$ cat src/rtl/jukebox_sample_player.sv
// Jukebox sample player: ROM sample fetch on 22 kHz ticks plus PWM DAC.
// Playback control with start/stop/pause/loop and overrun detection.
module jukebox_sample_player #(
   parameter int ADDR_W = 16,
   parameter int DATA_W = 8
) (
   input  logic              clk_27MHz,
   input  logic              reset,
   input  logic              clk_22KHz,
   input  logic              start,
   input  logic              stop,
   input  logic              pause,
   input  logic              loop,
   input  logic [ADDR_W-1:0] song_start,
   input  logic [ADDR_W-1:0] song_end,
   output logic [ADDR_W-1:0] rom_addr,
   output logic              rom_rd,
   input  logic [DATA_W-1:0] rom_data,
   output logic [DATA_W-1:0] sample,
   output logic              sample_vld,
   output logic              pwm_out,
   output logic              playing,
   output logic              done,
   output logic              overrun
);

   typedef enum logic [2:0] {
      S_IDLE,
      S_RUN,
      S_READ,
      S_LATCH,
      S_PAUSED
   } state_t;

   localparam logic [DATA_W-1:0] MID_LEVEL = {1'b1, {(DATA_W-1){1'b0}}};
   localparam logic [ADDR_W-1:0] ADDR_ONE  = {{(ADDR_W-1){1'b0}}, 1'b1};

   state_t state_q, state_d;

   logic s1_q, s1_d;
   logic s2_q, s2_d;
   logic s3_q, s3_d;
   logic tick;

   logic [ADDR_W-1:0] rom_addr_q, rom_addr_d;
   logic [ADDR_W-1:0] start_q, start_d;
   logic [ADDR_W-1:0] end_q, end_d;
   logic              rom_rd_q, rom_rd_d;
   logic [DATA_W-1:0] sample_q, sample_d;
   logic              sample_vld_q, sample_vld_d;
   logic              done_q, done_d;
   logic              overrun_q, overrun_d;
   logic [DATA_W-1:0] cnt_q, cnt_d;
   logic              pwm_q, pwm_d;
   logic              busy;

   // Synchronise the sample-rate clock and detect its rising edge.
   always_comb begin
      s1_d = clk_22KHz;
      s2_d = s1_q;
      s3_d = s2_q;
      tick = s2_q & ~s3_q;
   end

   assign busy = (state_q == S_READ) || (state_q == S_LATCH);

   // Playback FSM: command priority stop > start > pause > tick.
   always_comb begin
      state_d      = state_q;
      rom_addr_d   = rom_addr_q;
      start_d      = start_q;
      end_d        = end_q;
      rom_rd_d     = 1'b0;
      sample_d     = sample_q;
      sample_vld_d = 1'b0;
      done_d       = 1'b0;
      overrun_d    = overrun_q | (tick & busy);
      if (stop) begin
         state_d  = S_IDLE;
         sample_d = MID_LEVEL;
      end else if (start) begin
         start_d    = song_start;
         end_d      = song_end;
         rom_addr_d = song_start;
         overrun_d  = 1'b0;
         state_d    = S_RUN;
      end else begin
         unique case (state_q)
            S_IDLE: begin
               state_d = S_IDLE;
            end
            S_RUN: begin
               if (pause) begin
                  state_d = S_PAUSED;
               end else if (tick) begin
                  rom_rd_d = 1'b1;
                  state_d  = S_READ;
               end
            end
            S_READ: begin
               state_d = S_LATCH;
            end
            S_LATCH: begin
               sample_d     = rom_data;
               sample_vld_d = 1'b1;
               state_d      = S_RUN;
               if (rom_addr_q == end_q) begin
                  if (loop) begin
                     rom_addr_d = start_q;
                  end else begin
                     done_d  = 1'b1;
                     state_d = S_IDLE;
                  end
               end else begin
                  rom_addr_d = rom_addr_q + ADDR_ONE;
               end
            end
            S_PAUSED: begin
               if (pause) begin
                  state_d = S_RUN;
               end
            end
            default: begin
               state_d = S_IDLE;
            end
         endcase
      end
   end

   // Free-running PWM counter and registered comparator output.
   always_comb begin
      cnt_d = cnt_q + {{(DATA_W-1){1'b0}}, 1'b1};
      pwm_d = (cnt_q < sample_q);
   end

   // State and datapath registers.
   always_ff @(posedge clk_27MHz or posedge reset) begin
      if (reset) begin
         state_q      <= S_IDLE;
         s1_q         <= 1'b0;
         s2_q         <= 1'b0;
         s3_q         <= 1'b0;
         rom_addr_q   <= '0;
         start_q      <= '0;
         end_q        <= '0;
         rom_rd_q     <= 1'b0;
         sample_q     <= MID_LEVEL;
         sample_vld_q <= 1'b0;
         done_q       <= 1'b0;
         overrun_q    <= 1'b0;
         cnt_q        <= '0;
         pwm_q        <= 1'b0;
      end else begin
         state_q      <= state_d;
         s1_q         <= s1_d;
         s2_q         <= s2_d;
         s3_q         <= s3_d;
         rom_addr_q   <= rom_addr_d;
         start_q      <= start_d;
         end_q        <= end_d;
         rom_rd_q     <= rom_rd_d;
         sample_q     <= sample_d;
         sample_vld_q <= sample_vld_d;
         done_q       <= done_d;
         overrun_q    <= overrun_d;
         cnt_q        <= cnt_d;
         pwm_q        <= pwm_d;
      end
   end

   assign rom_addr   = rom_addr_q;
   assign rom_rd     = rom_rd_q;
   assign sample     = sample_q;
   assign sample_vld = sample_vld_q;
   assign pwm_out    = pwm_q;
   assign done       = done_q;
   assign overrun    = overrun_q;
   assign playing    = (state_q == S_RUN) || busy;

endmodule

$ cat config.mk
export PLATFORM = sky130hd
export DESIGN_NAME = jukebox_sample_player
export DESIGN_NICKNAME = d
export VERILOG_FILES = /design/src/rtl/jukebox_sample_player.sv
export SDC_FILE = /design/constraint.sdc
export NUM_CORES = 1
export LEC_CHECK = 0
export ABC_AREA = 0
export CAP_MARGIN = 15
export CORE_ASPECT_RATIO = 1.25
export CORE_MARGIN = 2
export CORE_UTILIZATION = 45
export CTS_CLUSTER_DIAMETER = 60
export DETAILED_ROUTE_END_ITERATION = 10
export PLACE_DENSITY = 0.79
export RECOVER_POWER = 100
export SLEW_MARGIN = 20
export SYNTH_ARGS = -nofsm -noshare
export SYNTH_HDL_FRONTEND = slang
export SYNTH_SLANG_ARGS = --single-unit
$ cat constraint.sdc
create_clock -name clk_27MHz -period 2.56 [get_ports clk_27MHz]
set_input_delay 0.384 -clock clk_27MHz [delete_from_list [all_inputs] [get_ports clk_27MHz]]
set_output_delay 0.384 -clock clk_27MHz [all_outputs]
set_load 0.02 [all_outputs]
# After elaboration in Yosys (flattened, before gate mapping)
# Index checks and enable logic that the tools add are counted.
# totals
mem_bits_rw	0
elab_cells	69
latchBits	0
mem_count	0
register_bits	75
output_inout_bits	30
mem_bits_ro	0
# op_classes
order_cmp	1
n_mux	30
reduce_logical	8
n_addsub	2
bitwise	5
n_div	0
n_mul	0
n_eq_ne	9
shift	0
# op_table
op	n
two-way mux 16 bit	4
two-way mux 8 bit	3
two-way mux 1 bit	17
adder 16 x 1 -> 16 bit, second input constant	1
equality test 16 bit	1
two-way mux 3 bit	5
case mux 3 bit (4 select lines)	1
adder 8 x 1 -> 8 bit, second input constant	1
< comparator 8 bit	1
equality test 3 x 2 -> 1 bit, second input constant	2
AND reduction 2 bit	3
!= test 5 bit, second input constant	1
!= test 4 bit, second input constant	1
nonzero test 2 bit	2
equality test 3 x 1 -> 1 bit, second input constant	1
equality test 3 bit, second input constant	1
!= test 3 bit, second input constant	1
AND reduction 3 bit	1
AND 1 bit	2
logical OR 1 bit	2
!= test 2 x 1 -> 1 bit, second input constant	1
inverter 1 bit	2
bitwise OR 1 bit	1

# Longest topological paths before layout
# Gate-level depths: netlist of the first run.
# depth
depth_word	7
mapped_depth	8

# Worst setup path after synthesis of the first run
# Ideal clock, no wire load.
# synth_path
kind	register to register
from	register rom_addr_q[6] (netlist: rom_addr[6])
to	register rom_addr_q[0] (netlist: rom_addr[0])
synth_period_minus_slack_ns	1.984
required_time_ns	2.437
arrival_ns	1.861
path_slack_ns	0.576
n_path_buf	2
path_stages_with_launch	8
cell_sequence	dfrtp_1 > buf_2 > xor2_1 > nor4_1 > nand4_1 > o31a_1 > buf_2 > o221a_1
# synth_via
elab_chain_cells	4
word_cells_on_any_way	6
cone_classes	eq/ne: 2; mux: 3; reduce/logical: 1
# synth_lines
item	line	text
from (decl)	45	logic [ADDR_W-1:0] rom_addr_q, rom_addr_d;
from (signal assigned)	158	rom_addr_q <= rom_addr_d;
equality test 16 bit (*)	107	if (rom_addr_q == end_q) begin
two-way mux 16 bit	107	
two-way mux 16 bit	88	unique case (state_q)
two-way mux 16 bit	81	end else if (start) begin
# Every way passes the cells marked *; elsewhere a longest branch is shown, timed or not. The select of a mux whose other input is x is not followed.
# A chain may end at the register's enable or synchronous reset.

# Worst setup path in the final report of the first run
# layout_path
from	register rom_addr_q[5] (netlist: rom_addr[5])
to	register rom_addr_q[6] (netlist: rom_addr[6])
# layout_via
elab_chain_cells	4
word_cells_on_any_way	7
cone_classes	add/sub: 1; eq/ne: 2; mux: 3; reduce/logical: 1
# layout_lines
item	line
adder 16 x 1 -> 16 bit / equality test 16 bit (equally long branches)	115, 107
two-way mux 16 bit	107
two-way mux 16 bit	88
two-way mux 16 bit	81
# Several ways; a longest one is shown, not always the timed one. The select of a mux whose other input is x is not followed.

==> results of run 1 <==
[report_power, final]
group | switching [mW] | internal (mW) | total, mW | leakage (nW)
registers | 0.104 | 1.31 | 1.42 | 0.905
clock network | 0.467 | 0.555 | 1.02 | 0.106
logic | 0.372 | 0.392 | 0.764 | 1.18
total | 0.944 | 2.26 | 3.20 | 2.19
[Yosys cell counts]
cell / number
sky130_fd_sc_hd__or3_1: 2
sky130_fd_sc_hd__nor4_1: 7
sky130_fd_sc_hd__buf_2: 7
sky130_fd_sc_hd__inv_1: 12
sky130_fd_sc_hd__a31oi_1: 2
sky130_fd_sc_hd__and3_1: 3
sky130_fd_sc_hd__nor3b_1: 1
sky130_fd_sc_hd__a22o_1: 10
sky130_fd_sc_hd__o211ai_1: 11
sky130_fd_sc_hd__and4_1: 3
sky130_fd_sc_hd__o21ai_1: 1
sky130_fd_sc_hd__nand3b_1: 2
sky130_fd_sc_hd__a21oi_1: 4
sky130_fd_sc_hd__nand2_1: 21
sky130_fd_sc_hd__nand2b_1: 3
sky130_fd_sc_hd__a22oi_1: 1
sky130_fd_sc_hd__clkbuf_1: 13
sky130_fd_sc_hd__or3b_2: 1
sky130_fd_sc_hd__nor3_1: 4
sky130_fd_sc_hd__o21ai_0: 8
sky130_fd_sc_hd__nand3_1: 9
sky130_fd_sc_hd__mux2_2: 33
sky130_fd_sc_hd__o31a_1: 1
sky130_fd_sc_hd__ha_1: 9
sky130_fd_sc_hd__a211oi_1: 1
sky130_fd_sc_hd__o21a_1: 10
sky130_fd_sc_hd__nand4_1: 8
sky130_fd_sc_hd__xor2_1: 19
sky130_fd_sc_hd__dfrtp_1: 74
sky130_fd_sc_hd__o21bai_1: 1
sky130_fd_sc_hd__mux2i_1: 16
sky130_fd_sc_hd__or2_1: 1
sky130_fd_sc_hd__a2111oi_0: 1
sky130_fd_sc_hd__xnor2_1: 14
sky130_fd_sc_hd__dfstp_2: 1
sky130_fd_sc_hd__a21o_1: 3
sky130_fd_sc_hd__o221a_1: 1
sky130_fd_sc_hd__nor2_1: 11
sky130_fd_sc_hd__and2_1: 2
[cell families (layout without fill, tap and decap cells)]
group | Yosys count | after routing | share of synthesized area (%)
simple gates | 78 | 78 | 10.8
flops | 75 | 75 | 50.2
compound gates | 55 | 55 | 10.6
mux | 49 | 49 | 14.2
xor+xnor | 33 | 33 | 7.72
buf+inv | 32 | 126 | 3.44
fa+ha+maj | 9 | 9 | 3.01
[worst max path at each step]
stage,from,endpoint,depth (start not counted)
detailed placement,start,rom_addr[5]$_DFFE_PP0P_,7
finish,rom_addr[5]$_DFFE_PP0P_,rom_addr[6]$_DFFE_PP0P_,7
global placement,start,rom_addr[5]$_DFFE_PP0P_,7
floorplan,reset,cnt_q[0]$_DFF_PP0_,1
global route,reset,rom_rd$_DFF_PP0_,3
CTS,rom_addr[5]$_DFFE_PP0P_,rom_addr[6]$_DFFE_PP0P_,7
[per-layer routing]
| layer | global-route usage, % | share of wire (%) |
|---|---|---|
| met5 | 0 | 0 |
| met4 | 7.71 | 2.4 |
| met2 | 32.5 | 49 |
| met3 | 4.66 | 4.8 |
| met1 | 25.5 | 44 |
[registers in the layout (all words and copies together), names as in the netlist]
signal	cells
pwm_out	1
overrun	1
sample_vld	1
sample	8
rom_addr	16
rom_rd	1
s2_q	1
s3_q	1
done	1
s1_q	1
state_q	3
end_q	16
cnt_q	8
start_q	16
[worst max-delay path, cell delays in order, from the launching register on]
cell                       delay, ns
sky130_fd_sc_hd__dfrtp_1        0.41
sky130_fd_sc_hd__xor2_1         0.16
sky130_fd_sc_hd__nor4_1         0.44
sky130_fd_sc_hd__nand4_1        0.23
sky130_fd_sc_hd__o31a_1         0.56
sky130_fd_sc_hd__buf_4          0.30
sky130_fd_sc_hd__o211ai_1       0.09
sky130_fd_sc_hd__o21a_1         0.14
[per-stage QoR]
step / std cells / hold WS [ns] / area [sq um] / utilization (%)
after floorplan: 331 / 0.331 / 3740 / -
after global placement: 506 / 0.336 / 4720 / 57.9
after detailed placement: 506 / 0.337 / 4720 / 57.9
after CTS: 522 / 0.355 / 4950 / 60.7
after global routing: 522 / 0.357 / 4910 / 60.3
final: 522 / 0.353 / 4910 / 60.3
[final cells by class]
cell class,instances,share of cell area (%)
inverters,12,0.916
well taps,97,2.47
clock buffers,9,2.52
clock inverters,7,2.06
repair buffers,98,18.5
flip-flops and latches,75,38.2
multi-input cells,224,35.3
==> metrics.cfg, run 1 <==
[drt]
drc_errors=0
count_of_nets_left_with_antenna_violations_after_detail_routing=0
detail_route.wirelength_um=8520
detail_route.iter0.violations=163
routed-via-count=2874
routedWlPerCell_um=16.3
detail_route.vias_per_cell=5.51
drt_pre_antenna_iters=4

[synthesis]
syn_inst=331
share_of_synthesized_area_occupied_by_flip_flops_and_latches_pct=50.2
synth_fp_nets=387
netlist_area_sq_mm=0.00374
synth-warning-count=0
synth.lib_cells_used.distinct=39
netlist_top_cells_area=sky130_fd_sc_hd__dfrtp_1 (49%), sky130_fd_sc_hd__mux2_2 (9.9%), sky130_fd_sc_hd__xor2_1 (4.4%)
synthesis.area_per_instance_sq_um=11.3
postSynthRegisterBits=75
yosys.area.top_type=sky130_fd_sc_hd__dfrtp_1
synth_top_cell_area_share_pct=49.5

[timing]
min_period_over_period_pct=93.3
max_slew.worst_pin.slew_ns=1.83
timing.final.crit_period_ns=2.39
hold_viol=0
final_critical_path_setup_slack_ns=0.172
pins_over_slew_limit=76
finalClockSkew_ns=0.00931
rsz0062_at_grt=false
slew_headroom_pct=-22.2
max_clock_freq_ghz=0.419
fin_tns_setup_ns=0
setup_violations=0

[power_and_ir_drop]
power_density_mw_per_mm2=652
total_power_mw=3.20
cellLeakagePower_nw=2.19
irDropWorstVdd_v=0.000460

[clocking]
cts_hold_buf=0
cts.repair.resized=0
cts_tree=yes
postCtsSetupRepairBufs=0
source_to_sink_clock_delay_at_the_later_pin_of_the_worst_skew_pair_ns=0.35
cts.htree.levels=3
cts.sinks=75
clockRootBuffer=sky130_fd_sc_hd__clkbuf_8
clkSlewWorstSetupHoldPaths_ns=0.09
cts_inserted_buffers=9
clock_path_buffers=2

[layout]
final_common_cell=sky130_fd_sc_hd__dfrtp_1
layout.nets=476
antenna-diode-count=0
layout.cells.most_common_list=sky130_fd_sc_hd__dfrtp_1 (74), sky130_fd_sc_hd__clkdlybuf4s50_1 (44), sky130_fd_sc_hd__mux2_2 (33), sky130_fd_sc_hd__dlygate4sd3_1 (32), sky130_fd_sc_hd__nand2_1 (21)
area_delta_synth_final_pct=31.3
final.fill_count=702
multi_input_comb_area_sq_mm=0.00174
layout-drive-gt1-share_pct=16.5
regArea_sq_mm=0.00188

[placed_design]
routabilityCongestion=0.853
final_hpwl_from_detailed_placement_um=6210
worst_setup_slack_post_dpl_ns=0.151
port_buffers=76

[critical_path]
worst-endpoint-required_ns=2.85
reg2reg_slack_ns=0.17
critical_path.reg2reg.startpoint=rom_addr[5]$_DFFE_PP0P_
timing.critical_path.to_type=register
critical_path_type=reg2reg
crit_path_max_fanout=23
cp-start-kind=register
worst_r2r_path_depth=7
arrival_time_worst_endpoint_ns=2.68
timing.rr.end=rom_addr[6]$_DFFE_PP0P_

[global_route]
global_route.usage.total_pct=19.9
maximum_number_of_pins_on_one_net_before_global_route_repair=76
grt_remaining_overflow=0
grt_first_pass_wirelength_um=14100
via_count_of_the_first_global_routing_pass=2908
grt_antenna_before_repair=0

[die]
fp.dieH_um=106
design.die.area_sq_mm=0.00907
start_util_pct=45.9
floorplan.core_area_sq_mm=0.00815
placement_rows=37
floorplan.io_pins=77
die_x_um=85.6

[hold_path]
count_of_cells_along_the_worst_hold_path=0
tightest_hold_check_type=reg2reg
min_delay_worst_endpoint=s2_q$_DFF_PP0_
hp-start=s1_q$_DFF_PP0_

[flow_run]
maxcap_viol_count=1

[outcome]
failed_checks=capacitance limit, slew limit
result_of_the_run=finished, violations left

Note: power is estimated with default switching activity, not from simulation.
==> inputs of run 2 (changes only) <==
MAX_ROUTING_LAYER = met4   (was default)
clock period = 2.7 ns   (was 2.56 ns; I/O delays follow)
==> metrics.cfg, run 2 (synthesized netlist as in run 1, its figures left out) <==
[clocking]
cts.repair.resized=0
clkSlewWorstSetupHoldPaths_ns=0.07
cts.htree.levels=3
clock_path_buffers=2
cts_hold_buf=0
clockRootBuffer=sky130_fd_sc_hd__clkbuf_8
cts_tree=yes
cts_inserted_buffers=9
cts.sinks=75
source_to_sink_clock_delay_at_the_later_pin_of_the_worst_skew_pair_ns=0.36
postCtsSetupRepairBufs=0

[drt]
routedWlPerCell_um=16.3
count_of_nets_left_with_antenna_violations_after_detail_routing=0
routed-via-count=2815
drc_errors=0
detail_route.wirelength_um=8310
drt_pre_antenna_iters=6
detail_route.vias_per_cell=5.52
detail_route.iter0.violations=89

[timing]
pins_over_slew_limit=0
slew_headroom_pct=26.1
max_slew.worst_pin.slew_ns=1.10
max_clock_freq_ghz=0.422
hold_viol=0
rsz0062_at_grt=false
fin_tns_setup_ns=0
timing.final.crit_period_ns=2.37
min_period_over_period_pct=87.7
final_critical_path_setup_slack_ns=0.331
setup_violations=0
hold_ws_ns=0.359
finalClockSkew_ns=0.0148

[global_route]
grt_antenna_before_repair=0
global_route.usage.total_pct=20.4
via_count_of_the_first_global_routing_pass=2821
maximum_number_of_pins_on_one_net_before_global_route_repair=53
grt_first_pass_wirelength_um=14000
grt_remaining_overflow=0

[power_and_ir_drop]
switching_power_total_uw=857
irDropWorstVdd_v=0.000365
comb_power_share_pct=21.8
total_power_mw=2.91
p_int_mw=2.06
power_density_mw_per_mm2=606
seq_power_share_pct=47.5
clockPowerShare_pct=30.7
cellLeakagePower_nw=2.13
netSwitchingFraction_pct=29.4

[layout]
final_common_cell=sky130_fd_sc_hd__dfrtp_1
layout-drive-gt1-share_pct=14.3
layout.cells.most_common_list=sky130_fd_sc_hd__dfrtp_1 (74), sky130_fd_sc_hd__clkdlybuf4s50_1 (43), sky130_fd_sc_hd__mux2_2 (33), sky130_fd_sc_hd__dlygate4sd3_1 (33), sky130_fd_sc_hd__nand2_1 (21)
area_delta_synth_final_pct=28.6
final.fill_count=702
antenna-diode-count=0
post-route-util_pct=59.0
layout.nets=464

[critical_path]
timing.critical_path.to_type=register
critical_path.reg2reg.startpoint=rom_addr[4]$_DFFE_PP0P_
arrival_time_worst_endpoint_ns=2.66
cell_chain_critical_path=xor2_1, nor4_1, nand4_1, o31a_1, clkbuf_2, o211ai_1, o21a_1
cp-start-kind=register
worst_path_largest_cell_delay_ns=0.48
critical_path_type=reg2reg
worst-endpoint-required_ns=3.00
crit_path_top_delay_cell=sky130_fd_sc_hd__dfrtp_1
crit_path_max_fanout=16
setup.worst_path.start=rom_addr[4]$_DFFE_PP0P_

[placed_design]
routabilityCongestion=0.795
final_hpwl_from_detailed_placement_um=6000
port_buffers=76
worst_setup_slack_post_dpl_ns=0.418

[die]
placement_rows=37
start_util_pct=45.9
floorplan.core_area_sq_mm=0.00815
die_x_um=85.6
fp.dieH_um=106
design.die.area_sq_mm=0.00907
floorplan.io_pins=77

[hold_path]
tightest_hold_check_type=reg2reg
hp-start=s1_q$_DFF_PP0_

[flow_run]
maxcap_viol_count=0

[outcome]
result_of_the_run=completed

run 2: cell count changes in the layout (fill, tap and decap cells not counted), sizes merged:
cell           before  now
buf                17    5
bufinv              2    1
clkbuf             14   17
clkdlybuf4s50      44   43
clkinv              3    1
dlygate4sd3        32   33
run 2: routing by layer:
metal	part of all wire (%)	vias to the layer above	track usage (%)
li1	-	1336	-
met5	0	-	-
met1	44	1394	26.3
met4	1.5	0	6.92
met3	4.4	12	5.05
met2	50	73	31.4
run 2: power groups by stage:
stage	Sequential, mW	Combinational (mW)	Clock (mW)
after global placement	1.40	0.652	0
final	1.38	0.636	0.894
after CTS	1.38	0.670	0.915
after detailed placement	1.40	0.665	0
after floorplan	1.42	0.356	0
after global routing	1.40	0.695	0.962
run 2: final cells by class:
type / instances / area [sq um] / area share [%]
clock buffers: 12 / 155 / 3.22
flip-flops and latches: 75 / 1880 / 39.0
repair buffers: 86 / 823 / 17.1
multi-input cells: 224 / 1740 / 36.1
inverters: 12 / 45.0 / 0.936
well taps: 97 / 121 / 2.52
clock inverters: 4 / 50.0 / 1.04
run 2: path summary, 6_finish.rpt:
kind / endpoint / slack, ns / depth (start not counted)
worst max-delay path: rom_addr[5]$_DFFE_PP0P_ / 0.33 / 7
worst max register to register: rom_addr[5]$_DFFE_PP0P_ / 0.33 / 7
min in group asynchronous: end_q[2]$_DFFE_PP0P_ / 0.69 / 2
worst min register to register: s2_q$_DFF_PP0_ / 0.36 / 0
max in group asynchronous: rom_addr[9]$_DFFE_PP0P_ / 0.68 / 3
worst min-delay path: s2_q$_DFF_PP0_ / 0.36 / 0
run 2: stage by stage:
stage | instance area [sq um] | instances
detailed placement | 4640 | 494
CTS | 4850 | 510
global placement | 4640 | 494
global route | 4810 | 510
finish | 4810 | 510
floorplan | 3740 | 331
run 2: critical path: cells and delay by family, from the launching register on:
kind / cells / cell delay (ns)
flip-flops: 1 / 0.48
buffers and inverters: 1 / 0.30
XOR/XNOR: 1 / 0.20
AND/OR/NAND/NOR: 2 / 0.60
AO/OA/AOI/OAI: 3 / 0.73
==> inputs of run 3 (changes only) <==
CORE_UTILIZATION = 51   (was 45)
MAX_ROUTING_LAYER = default   (was met4)
PLACE_DENSITY = 0.87   (was 0.79)
==> metrics.cfg, run 3 (synthesized netlist as in run 1, its figures left out) <==
[outcome]
result_of_the_run=completed

[layout]
antenna-diode-count=0
layout.nets=464
layout-drive-gt1-share_pct=13.8
area_delta_synth_final_pct=28.2
post-route-util_pct=68.3
layout.cells.non_filler=503
layout.cells.most_common_list=sky130_fd_sc_hd__dfrtp_1 (74), sky130_fd_sc_hd__clkdlybuf4s50_1 (42), sky130_fd_sc_hd__dlygate4sd3_1 (34), sky130_fd_sc_hd__mux2_2 (33), sky130_fd_sc_hd__nand2_1 (21)
final_common_cell=sky130_fd_sc_hd__dfrtp_1
finish.instance_area_sq_mm=0.00480

[die]
placement_rows=34
design.die.area_sq_mm=0.00804
start_util_pct=53.3
die_x_um=80.6
floorplan.core_area_sq_mm=0.00702
floorplan.io_pins=77
fp.dieH_um=99.8

[timing]
final_critical_path_setup_slack_ns=0.350
max_clock_freq_ghz=0.426
min_period_over_period_pct=87.0
rsz0062_at_grt=false
pins_over_slew_limit=0
fin_tns_setup_ns=0
finalClockSkew_ns=0.0112
slew_headroom_pct=24.3
hold_viol=0
hold_ws_ns=0.351
setup_violations=0
max_slew.worst_pin.slew_ns=1.13
timing.final.crit_period_ns=2.35

[drt]
detail_route.wirelength_um=8460
detail_route.vias_per_cell=5.65
routed-via-count=2842
drc_errors=0
drt_pre_antenna_iters=7
count_of_nets_left_with_antenna_violations_after_detail_routing=0
routedWlPerCell_um=16.8
detail_route.iter0.violations=162

[critical_path]
crit_path_max_fanout=13
critical_path_type=reg2reg
worst_path_largest_cell_delay_ns=0.46
timing.rr.end=rom_addr[11]$_DFFE_PP0P_
crit_family=compound AO/OA/AOI/OAI gates
worst-endpoint-required_ns=2.90
reg2reg_slack_ns=0.35
worst_r2r_path_depth=7
crit_buf_inv=1
critical_path.reg2reg.startpoint=rom_addr[5]$_DFFE_PP0P_
cell_chain_critical_path=xor2_1, nor4_1, nand4_1, o31a_1, clkbuf_1, a21oi_1, a31oi_1
arrival_time_worst_endpoint_ns=2.55
timing.critical_path.to_type=register
cp-start-kind=register
crit_path_top_delay_cell=sky130_fd_sc_hd__dfrtp_1

[clocking]
cts.htree.levels=3
cts_inserted_buffers=9
cts_tree=yes
clock_path_buffers=2
clkSlewWorstSetupHoldPaths_ns=0.07
clockRootBuffer=sky130_fd_sc_hd__clkbuf_8
postCtsSetupRepairBufs=0
cts.sinks=75
cts.repair.resized=0
cts_hold_buf=0
source_to_sink_clock_delay_at_the_later_pin_of_the_worst_skew_pair_ns=0.35

[global_route]
via_count_of_the_first_global_routing_pass=3088
maximum_number_of_pins_on_one_net_before_global_route_repair=38
grt_antenna_before_repair=0
grt_remaining_overflow=0
grt_first_pass_wirelength_um=14400
global_route.usage.total_pct=23.2

[hold_path]
min_delay_worst_endpoint=s2_q$_DFF_PP0_
count_of_cells_along_the_worst_hold_path=0
hp-start=s1_q$_DFF_PP0_
tightest_hold_check_type=reg2reg

[power_and_ir_drop]
power_density_mw_per_mm2=608
irDropWorstVdd_v=0.000453
cellLeakagePower_nw=2.14
total_power_mw=2.92

[placed_design]
worst_setup_slack_post_dpl_ns=0.360
placed_area_sq_mm=0.00462
number_of_cells_after_detailed_placement=487
port_buffers=76
final_hpwl_from_detailed_placement_um=6200
routabilityCongestion=0.863

[flow_run]
maxcap_viol_count=0

run 3: worst max path at each step:
| stage | from | endpoint | depth (start not counted) | slack, ns |
|---|---|---|---|---|
| floorplan | reset | cnt_q[0]$_DFF_PP0_ | 1 | 0.39 |
| global placement | start | rom_addr[4]$_DFFE_PP0P_ | 6 | 0.45 |
| detailed placement | start | rom_addr[10]$_DFFE_PP0P_ | 6 | 0.36 |
| CTS | rom_addr[7]$_DFFE_PP0P_ | rom_addr[11]$_DFFE_PP0P_ | 7 | 0.44 |
| global route | rom_addr[5]$_DFFE_PP0P_ | rom_addr[11]$_DFFE_PP0P_ | 7 | 0.19 |
| finish | rom_addr[5]$_DFFE_PP0P_ | rom_addr[11]$_DFFE_PP0P_ | 7 | 0.35 |
run 3: final cells by class:
class / count / area, sq um
multi-input cells: 224 / 1740
flip-flops and latches: 75 / 1880
repair buffers: 86 / 817
well taps: 90 / 113
fillers: 533 / 2220
clock buffers: 10 / 128
clock inverters: 6 / 80.1
inverters: 12 / 45.0
run 3: worst register-to-register path: stages, from the launching register on:
cell,delay (ns)
sky130_fd_sc_hd__dfrtp_1,0.46
sky130_fd_sc_hd__xor2_1,0.19
sky130_fd_sc_hd__nor4_1,0.36
sky130_fd_sc_hd__nand4_1,0.22
sky130_fd_sc_hd__o31a_1,0.45
sky130_fd_sc_hd__clkbuf_1,0.28
sky130_fd_sc_hd__a21oi_1,0.19
sky130_fd_sc_hd__a31oi_1,0.06
run 3: power by group:
part,leakage (nW),internal (mW),switching (mW)
Combinational,1.12,0.324,0.286
Clock,0.110,0.514,0.394
Sequential,0.905,1.24,0.154
run 3: per-layer routing:
| layer | up-vias | track usage (%) | wire (um) |
|---|---|---|---|
| li1 | 1335 | - | - |
| met1 | 1389 | 27.5 | 3380 |
| met2 | 102 | 39.9 | 4440 |
| met3 | 16 | 4.86 | 462 |
| met4 | 0 | 10.8 | 171 |
| met5 | - | 0 | 0 |
